File: config.mk
export PLATFORM = sky130hd
export DESIGN_NAME = ex_muldiv
export DESIGN_NICKNAME = d
export VERILOG_FILES = /design/src/rtl/ex_muldiv.sv
export SDC_FILE = /design/constraint.sdc
export NUM_CORES = 2
export LEC_CHECK = 0
export BUFFER_PORTS_ARGS = -buffer_cell sky130_fd_sc_hd__buf_2
export CORE_UTILIZATION = 50
export CTS_CLUSTER_SIZE = 28
export DETAILED_ROUTE_END_ITERATION = 10
export PLACE_DENSITY = 0.66
export SETUP_SLACK_MARGIN = 0.15
export SKIP_LAST_GASP = 1
export SYNTH_ARGS = -nofsm -noshare
export SYNTH_HDL_FRONTEND = slang
export SYNTH_SLANG_ARGS = --single-unit
File: constraint.sdc
create_clock -name clk -period 14.65 [get_ports clk]
set_clock_uncertainty 0.15 [all_clocks]
set_input_delay 2.93 -clock clk [delete_from_list [all_inputs] [get_ports clk]]
set_output_delay 2.93 -clock clk [all_outputs]
set_load 0.02 [all_outputs]
File: src/rtl/ex_muldiv.sv
// ex_muldiv: multi-cycle multiply/divide unit with the architectural HI/LO
// registers, sitting in EX directly after id_ex.
// Optional feature macro: MULDIV_CANCEL_EN adds a flush port that abandons
// an in-flight operation and leaves HI/LO at their pre-op values.
module ex_muldiv #(
    parameter logic [7:0]  OP_MULT    = 8'h20,
    parameter logic [7:0]  OP_MULTU   = 8'h21,
    parameter logic [7:0]  OP_DIV     = 8'h22,
    parameter logic [7:0]  OP_DIVU    = 8'h23,
    parameter logic [7:0]  OP_MFHI    = 8'h24,
    parameter logic [7:0]  OP_MFLO    = 8'h25,
    parameter logic [7:0]  OP_MTHI    = 8'h26,
    parameter logic [7:0]  OP_MTLO    = 8'h27,
    parameter int unsigned MUL_CYCLES = 2
) (
    input  logic        clk,
    input  logic        rst,
    input  logic        in_valid,
    input  logic [7:0]  inst_name,
    input  logic [31:0] readData1,
    input  logic [31:0] readData2,
`ifdef MULDIV_CANCEL_EN
    input  logic        flush,
`endif
    output logic        stall,
    output logic        busy,
    output logic [31:0] hi_out,
    output logic [31:0] lo_out,
    output logic [31:0] mf_result
);

    localparam int unsigned DATA_W  = 32;
    localparam int unsigned DIV_ITERS = 32;
    localparam int unsigned CNT_MAX = (MUL_CYCLES > DIV_ITERS) ? MUL_CYCLES : DIV_ITERS;
    localparam int unsigned CNT_W   = $clog2(CNT_MAX + 1);

    typedef enum logic [1:0] {
        IDLE,
        MUL,
        DIV,
        FIX
    } state_t;

    state_t              state;
    logic [CNT_W-1:0]    cnt;
    logic                is_signed;
    logic                neg_q;
    logic                neg_r;
    logic [DATA_W-1:0]   quo;   // multiplicand during MUL, dividend/quotient during DIV
    logic [DATA_W-1:0]   dvs;   // multiplier during MUL, divisor during DIV
    logic [DATA_W-1:0]   rem;

    logic                cancel;
    logic                op_mul;
    logic                op_div;
    logic                op_signed;
    logic                op_mfmt;
    logic                start;
    logic [DATA_W-1:0]   abs_rs;
    logic [DATA_W-1:0]   abs_rt;

    logic [2*DATA_W-1:0] mul_a;
    logic [2*DATA_W-1:0] mul_b;
    logic [2*DATA_W-1:0] product;

    logic [DATA_W:0]     rem_sh;
    logic [DATA_W+1:0]   trial;
    logic [DATA_W-1:0]   rem_next;
    logic [DATA_W-1:0]   quo_next;
    logic [DATA_W-1:0]   quo_fixed;
    logic [DATA_W-1:0]   rem_fixed;

`ifdef MULDIV_CANCEL_EN
    assign cancel = flush;
`else
    assign cancel = 1'b0;
`endif

    // Opcode decode and accept condition; flush suppresses a same-cycle start
    always_comb begin
        op_mul    = (inst_name == OP_MULT) || (inst_name == OP_MULTU);
        op_div    = (inst_name == OP_DIV)  || (inst_name == OP_DIVU);
        op_signed = (inst_name == OP_MULT) || (inst_name == OP_DIV);
        op_mfmt   = (inst_name == OP_MFHI) || (inst_name == OP_MFLO) ||
                    (inst_name == OP_MTHI) || (inst_name == OP_MTLO);
        start     = in_valid && (state == IDLE) && (op_mul || op_div) && !cancel;
        abs_rs    = (op_signed && readData1[DATA_W-1]) ? (DATA_W'(0) - readData1) : readData1;
        abs_rt    = (op_signed && readData2[DATA_W-1]) ? (DATA_W'(0) - readData2) : readData2;
    end

    // Full 64-bit product from the latched operands, sign-extended for MULT
    always_comb begin
        mul_a   = is_signed ? {{DATA_W{quo[DATA_W-1]}}, quo} : {DATA_W'(0), quo};
        mul_b   = is_signed ? {{DATA_W{dvs[DATA_W-1]}}, dvs} : {DATA_W'(0), dvs};
        product = mul_a * mul_b;
    end

    // One restoring-divide step: shift in the next dividend bit, trial-subtract
    always_comb begin
        rem_sh = {rem, quo[DATA_W-1]};
        trial  = {1'b0, rem_sh} - {2'b00, dvs};
        if (trial[DATA_W+1]) begin
            rem_next = rem_sh[DATA_W-1:0];
            quo_next = {quo[DATA_W-2:0], 1'b0};
        end else begin
            rem_next = trial[DATA_W-1:0];
            quo_next = {quo[DATA_W-2:0], 1'b1};
        end
    end

    // Sign fix-up: quotient negative when signs differ, remainder follows dividend
    always_comb begin
        quo_fixed = neg_q ? (DATA_W'(0) - quo) : quo;
        rem_fixed = neg_r ? (DATA_W'(0) - rem) : rem;
    end

    // Control FSM, operand latches and HI/LO register file
    always_ff @(posedge clk) begin
        if (rst) begin
            state     <= IDLE;
            cnt       <= '0;
            is_signed <= 1'b0;
            neg_q     <= 1'b0;
            neg_r     <= 1'b0;
            quo       <= '0;
            dvs       <= '0;
            rem       <= '0;
            hi_out    <= '0;
            lo_out    <= '0;
        end else if (cancel) begin
            state <= IDLE;
            cnt   <= '0;
        end else begin
            case (state)
                IDLE: begin
                    if (start) begin
                        is_signed <= op_signed;
                        if (op_mul) begin
                            quo   <= readData1;
                            dvs   <= readData2;
                            cnt   <= CNT_W'(MUL_CYCLES);
                            state <= MUL;
                        end else if (readData2 == '0) begin
                            hi_out <= readData1;
                            lo_out <= '1;
                        end else begin
                            quo   <= abs_rs;
                            dvs   <= abs_rt;
                            rem   <= '0;
                            neg_q <= op_signed && (readData1[DATA_W-1] ^ readData2[DATA_W-1]);
                            neg_r <= op_signed && readData1[DATA_W-1];
                            cnt   <= CNT_W'(DIV_ITERS);
                            state <= DIV;
                        end
                    end else if (in_valid && (inst_name == OP_MTHI)) begin
                        hi_out <= readData1;
                    end else if (in_valid && (inst_name == OP_MTLO)) begin
                        lo_out <= readData1;
                    end
                end
                MUL: begin
                    if (cnt == CNT_W'(1)) begin
                        hi_out <= product[2*DATA_W-1:DATA_W];
                        lo_out <= product[DATA_W-1:0];
                        cnt    <= '0;
                        state  <= IDLE;
                    end else begin
                        cnt <= cnt - CNT_W'(1);
                    end
                end
                DIV: begin
                    rem <= rem_next;
                    quo <= quo_next;
                    cnt <= cnt - CNT_W'(1);
                    if (cnt == CNT_W'(1)) begin
                        state <= FIX;
                    end
                end
                FIX: begin
                    lo_out <= quo_fixed;
                    hi_out <= rem_fixed;
                    state  <= IDLE;
                end
                default: state <= IDLE;
            endcase
        end
    end

    // Busy/stall: stall covers the accept cycle and every in-flight cycle
    always_comb begin
        busy  = (state != IDLE);
        stall = start || busy || (in_valid && busy && op_mfmt);
    end

    // Move-from-HI/LO read port
    always_comb begin
        mf_result = '0;
        if (inst_name == OP_MFHI) begin
            mf_result = hi_out;
        end else if (inst_name == OP_MFLO) begin
            mf_result = lo_out;
        end
    end

endmodule

==> run summary <==
=====================================================================================
Wire length of the first global-routing pass                                 314.7 mm
Post-Synthesis Cells                                                             6761
Flip-flop and latch count after synthesis                                         171
Number of failing setup endpoints in the final timing report                        0
Detailed-placement wirelength estimate                                       163.5 mm
Gr usage total                                                                 34.94%
Startpoint of the lowest-slack register-to-register path                 is_signed$_SDFFE_PP0P_
Iteration count of the initial detailed-routing pass                                6
Number of cells on the worst reg-to-reg path                                       29
Final setup TNS                                                                  0 ns
Clock tree root buffer cell                                              sky130_fd_sc_hd__clkbuf_16
Share of the clock period used by the worst path after layout                  71.80%
Worst path most repeated cell                                            sky130_fd_sc_hd__fa_1
Via count of the first global-routing pass                                      50439
Number of nets produced by synthesis                                             8609
Bufs on Longest Clock Path                                                          2
Netlist cell types                                                                 95
Max-cap check violation count                                                       0
Depth of the worst hold-timing path                                                 2
Final number of max-transition violations                                           0
Leakage power summed over all cells                                          31.71 nW
Slowest cell on crit path                                                sky130_fd_sc_hd__fa_1
Worst path depth                                                                   29
RePlAce Congestion                                                              1.009
Unrepaired setup endpoints after global routing                                 false
Sequential element share of the synthesized area                               5.678%
Synth area leader                                                        sky130_fd_sc_hd__fa_1
Switching power total                                                        545.5 uW
Floorplan die height                                                         349.3 um
Clock transition at the registers of the reported paths                       0.09 ns
Average wire length per cell after detail routing                            24.73 um
Resized cells post-CTS                                                              0
Category of the critical setup timing path                                    reg2reg
Share of total power in the clock network                                       35.2%
Hold buffer count at cts                                                            0
Number of nets in the layout                                                     8523
Buffers and inverters on the worst path                                             7
Clk sink count                                                                    171
Pwr per Cell Area                                                        21.91 mW/mm^2
Internal Dissipation                                                         836.7 uW
Portion of synthesized cell area occupied by the leading cell type             47.15%
Antenna violations before repair                                                    9
Largest voltage drop on the vdd net                                      0.00009725 V
Post-placement cell count                                                        8268
Worst endpoint data arrival time                                             10.81 ns
Die ar.                                                                   0.1220 mm^2
Slew at the pin closest to its max-slew limit                                1.345 ns
Buffers on Ports                                                                  172
DR vias/cell                                                                    5.708
Maximum number of pins on one net before global-route repair                       72
Worst-path maximum fanout                                                          24
Post-CTS Setup Repair Bufs                                                          0
Clock tree from TritonCTS                                                         yes
Highest Clock Rate                                                          95.06 MHz
Post-synth design cell area                                              0.06029 mm^2
Remaining routing DRC violations                                                    0
Count leader, synth                                                      sky130_fd_sc_hd__inv_1
Sequential group share of total power                                           39.5%
Count of routing violations after the opening detailed-route iteration           3754
Clock period minus worst slack                                               10.52 ns
Critical path startpoint                                                 is_signed$_SDFFE_PP0P_
Average cell area after synthesis                                          8.918 um^2
Overflow after GRT                                                                  0
Total wirelength of the detailed-routed design                               205.4 mm
Yosys warns                                                                         0
Layout-stage area growth over the synthesis result                             4.626%
Most common library cells after synthesis                                sky130_fd_sc_hd__inv_1, sky130_fd_sc_hd__fa_1, sky130_fd_sc_hd__nand2_1, sky130_fd_sc_hd__and2_1, sky130_fd_sc_hd__ha_1
TritonCTS buffer count                                                             17
Min-delay worst type                                                          reg2reg
Family with the most delay on the worst path                              adder cells
Worst-case headroom to the max-slew limit                                      9.401%
Number of enable-type register cells in the synthesized netlist                     0
Switching fraction of total power                                              39.46%
Number of vias in the routed layout                                             47401
Cells taking the most area after synthesis                               sky130_fd_sc_hd__fa_1, sky130_fd_sc_hd__inv_1, sky130_fd_sc_hd__ha_1
Fraction of registers with async set or reset after synthesis                      0%
Startpoint of the worst hold path                                        lo_out[19]$_SDFFE_PP0P_
Fraction of layout instances using a drive strength above 1                    5.428%
Top FF cell, synth                                                       sky130_fd_sc_hd__dfxtp_1
Initial core utilization                                                       50.32%
Fraction of power consumed by combinational cells                               25.3%
Non-Filler Instances                                                             8304
Insertion delay of the later-clocked pin in the worst-skew pair               0.51 ns
Core Box Area                                                             0.1198 mm^2
Run status                                                               finished clean
Kind of capture point of the worst setup path                                register
FP Rows                                                                           127
Launching element type of the critical path                                  register
Die boundary width                                                           349.3 um
H-tree levels                                                                       4
CP max stage delay                                                            0.84 ns
Top-level port count                                                              173
Antenna violation net count after detailed routing                                  0
Final hold vios                                                                     0
Worst path required time                                                     14.94 ns
=====================================================================================
path summary, 6_finish.rpt:
path                             end  slack (ns)
max          hi_out[30]$_SDFFE_PP0P_        4.13
min          lo_out[19]$_SDFFE_PP0P_        0.37
max reg2reg  hi_out[30]$_SDFFE_PP0P_        4.13
min reg2reg  lo_out[19]$_SDFFE_PP0P_        0.37
flip-flops by register name (all words and copies together), names as in the netlist:
register / count
cnt: 6
quo: 32
lo_out: 32
dvs: 32
neg_r: 1
rem: 32
is_signed: 1
hi_out: 32
neg_q: 1
state: 2
worst register-to-register path, delay by kind of cell, from the launching register on:
kind            cells  cell delay, ns
buf+inv             7            1.17
flops               1            0.55
simple gates        7            1.39
compound gates      4            1.19
fa+ha+maj          11            5.99
kinds of logic after synthesis:
group,Yosys count,synth area share (%)
buffers and inverters,1963,12.28
and+or+nand+nor,1819,14.69
adders and majority gates,1776,54.53
AOI/OAI and AO/OA,715,8.081
xor gates and xnor gates,251,3.646
DFF,171,5.678
muxes,66,1.106
layout make-up:
type,instances,area (um^2)
fillers,11460,56730
multi-input cells,4627,49500
inverters,1596,5991
flip-flops and latches,171,3440
well taps,1612,2017
repair buffers,262,1539
clock buffers,17,425.4
clock inverters,14,153.9
diodes,5,12.51
layout by cell type (no fill, tap or decap), types with 70 or more instances in the layout:
cell,instances
sky130_fd_sc_hd__inv_1,1595
sky130_fd_sc_hd__fa_1,1420
sky130_fd_sc_hd__nand2_1,751
sky130_fd_sc_hd__and2_1,515
sky130_fd_sc_hd__ha_1,351
sky130_fd_sc_hd__nor2_1,290
sky130_fd_sc_hd__xnor2_1,183
sky130_fd_sc_hd__buf_2,171
sky130_fd_sc_hd__a21oi_1,168
sky130_fd_sc_hd__dfxtp_1,158
sky130_fd_sc_hd__o21ai_0,134
sky130_fd_sc_hd__buf_4,91
sky130_fd_sc_hd__a211oi_1,70
metrics by stage:
stage	cell area (um^2)	util, %	total power, mW	setup slack [ns]	hold slack [ns]
2_1_floorplan	60290	-	0.7489	5.306	0.3269
3_3_place_gp	62490	52.16	0.8928	4.330	0.3481
3_5_place_dp	62490	52.16	0.8955	4.191	0.3525
4_1_cts	63070	52.64	1.375	4.135	0.3680
5_1_grt	63070	52.64	1.427	3.603	0.3928
6_report	63080	52.65	1.382	4.131	0.3655
routing by layer:
layer  routed length [um]  vias up  track usage, %
met2                96820     2175           57.64
met3                16940      560           6.568
li1                     -    20111               -
met4                12720        6           18.18
met5                   47        -               0
met1                78840    24549           43.62
power groups by stage:
stage / clock [mW] / combinational, mW / sequential, mW
6_report: 0.486 / 0.350 / 0.546
5_1_grt: 0.506 / 0.374 / 0.547
4_1_cts: 0.489 / 0.344 / 0.542
3_5_place_dp: 0 / 0.343 / 0.553
3_3_place_gp: 0 / 0.341 / 0.552
2_1_floorplan: 0 / 0.188 / 0.561
(Power assumes the default switching activity.)
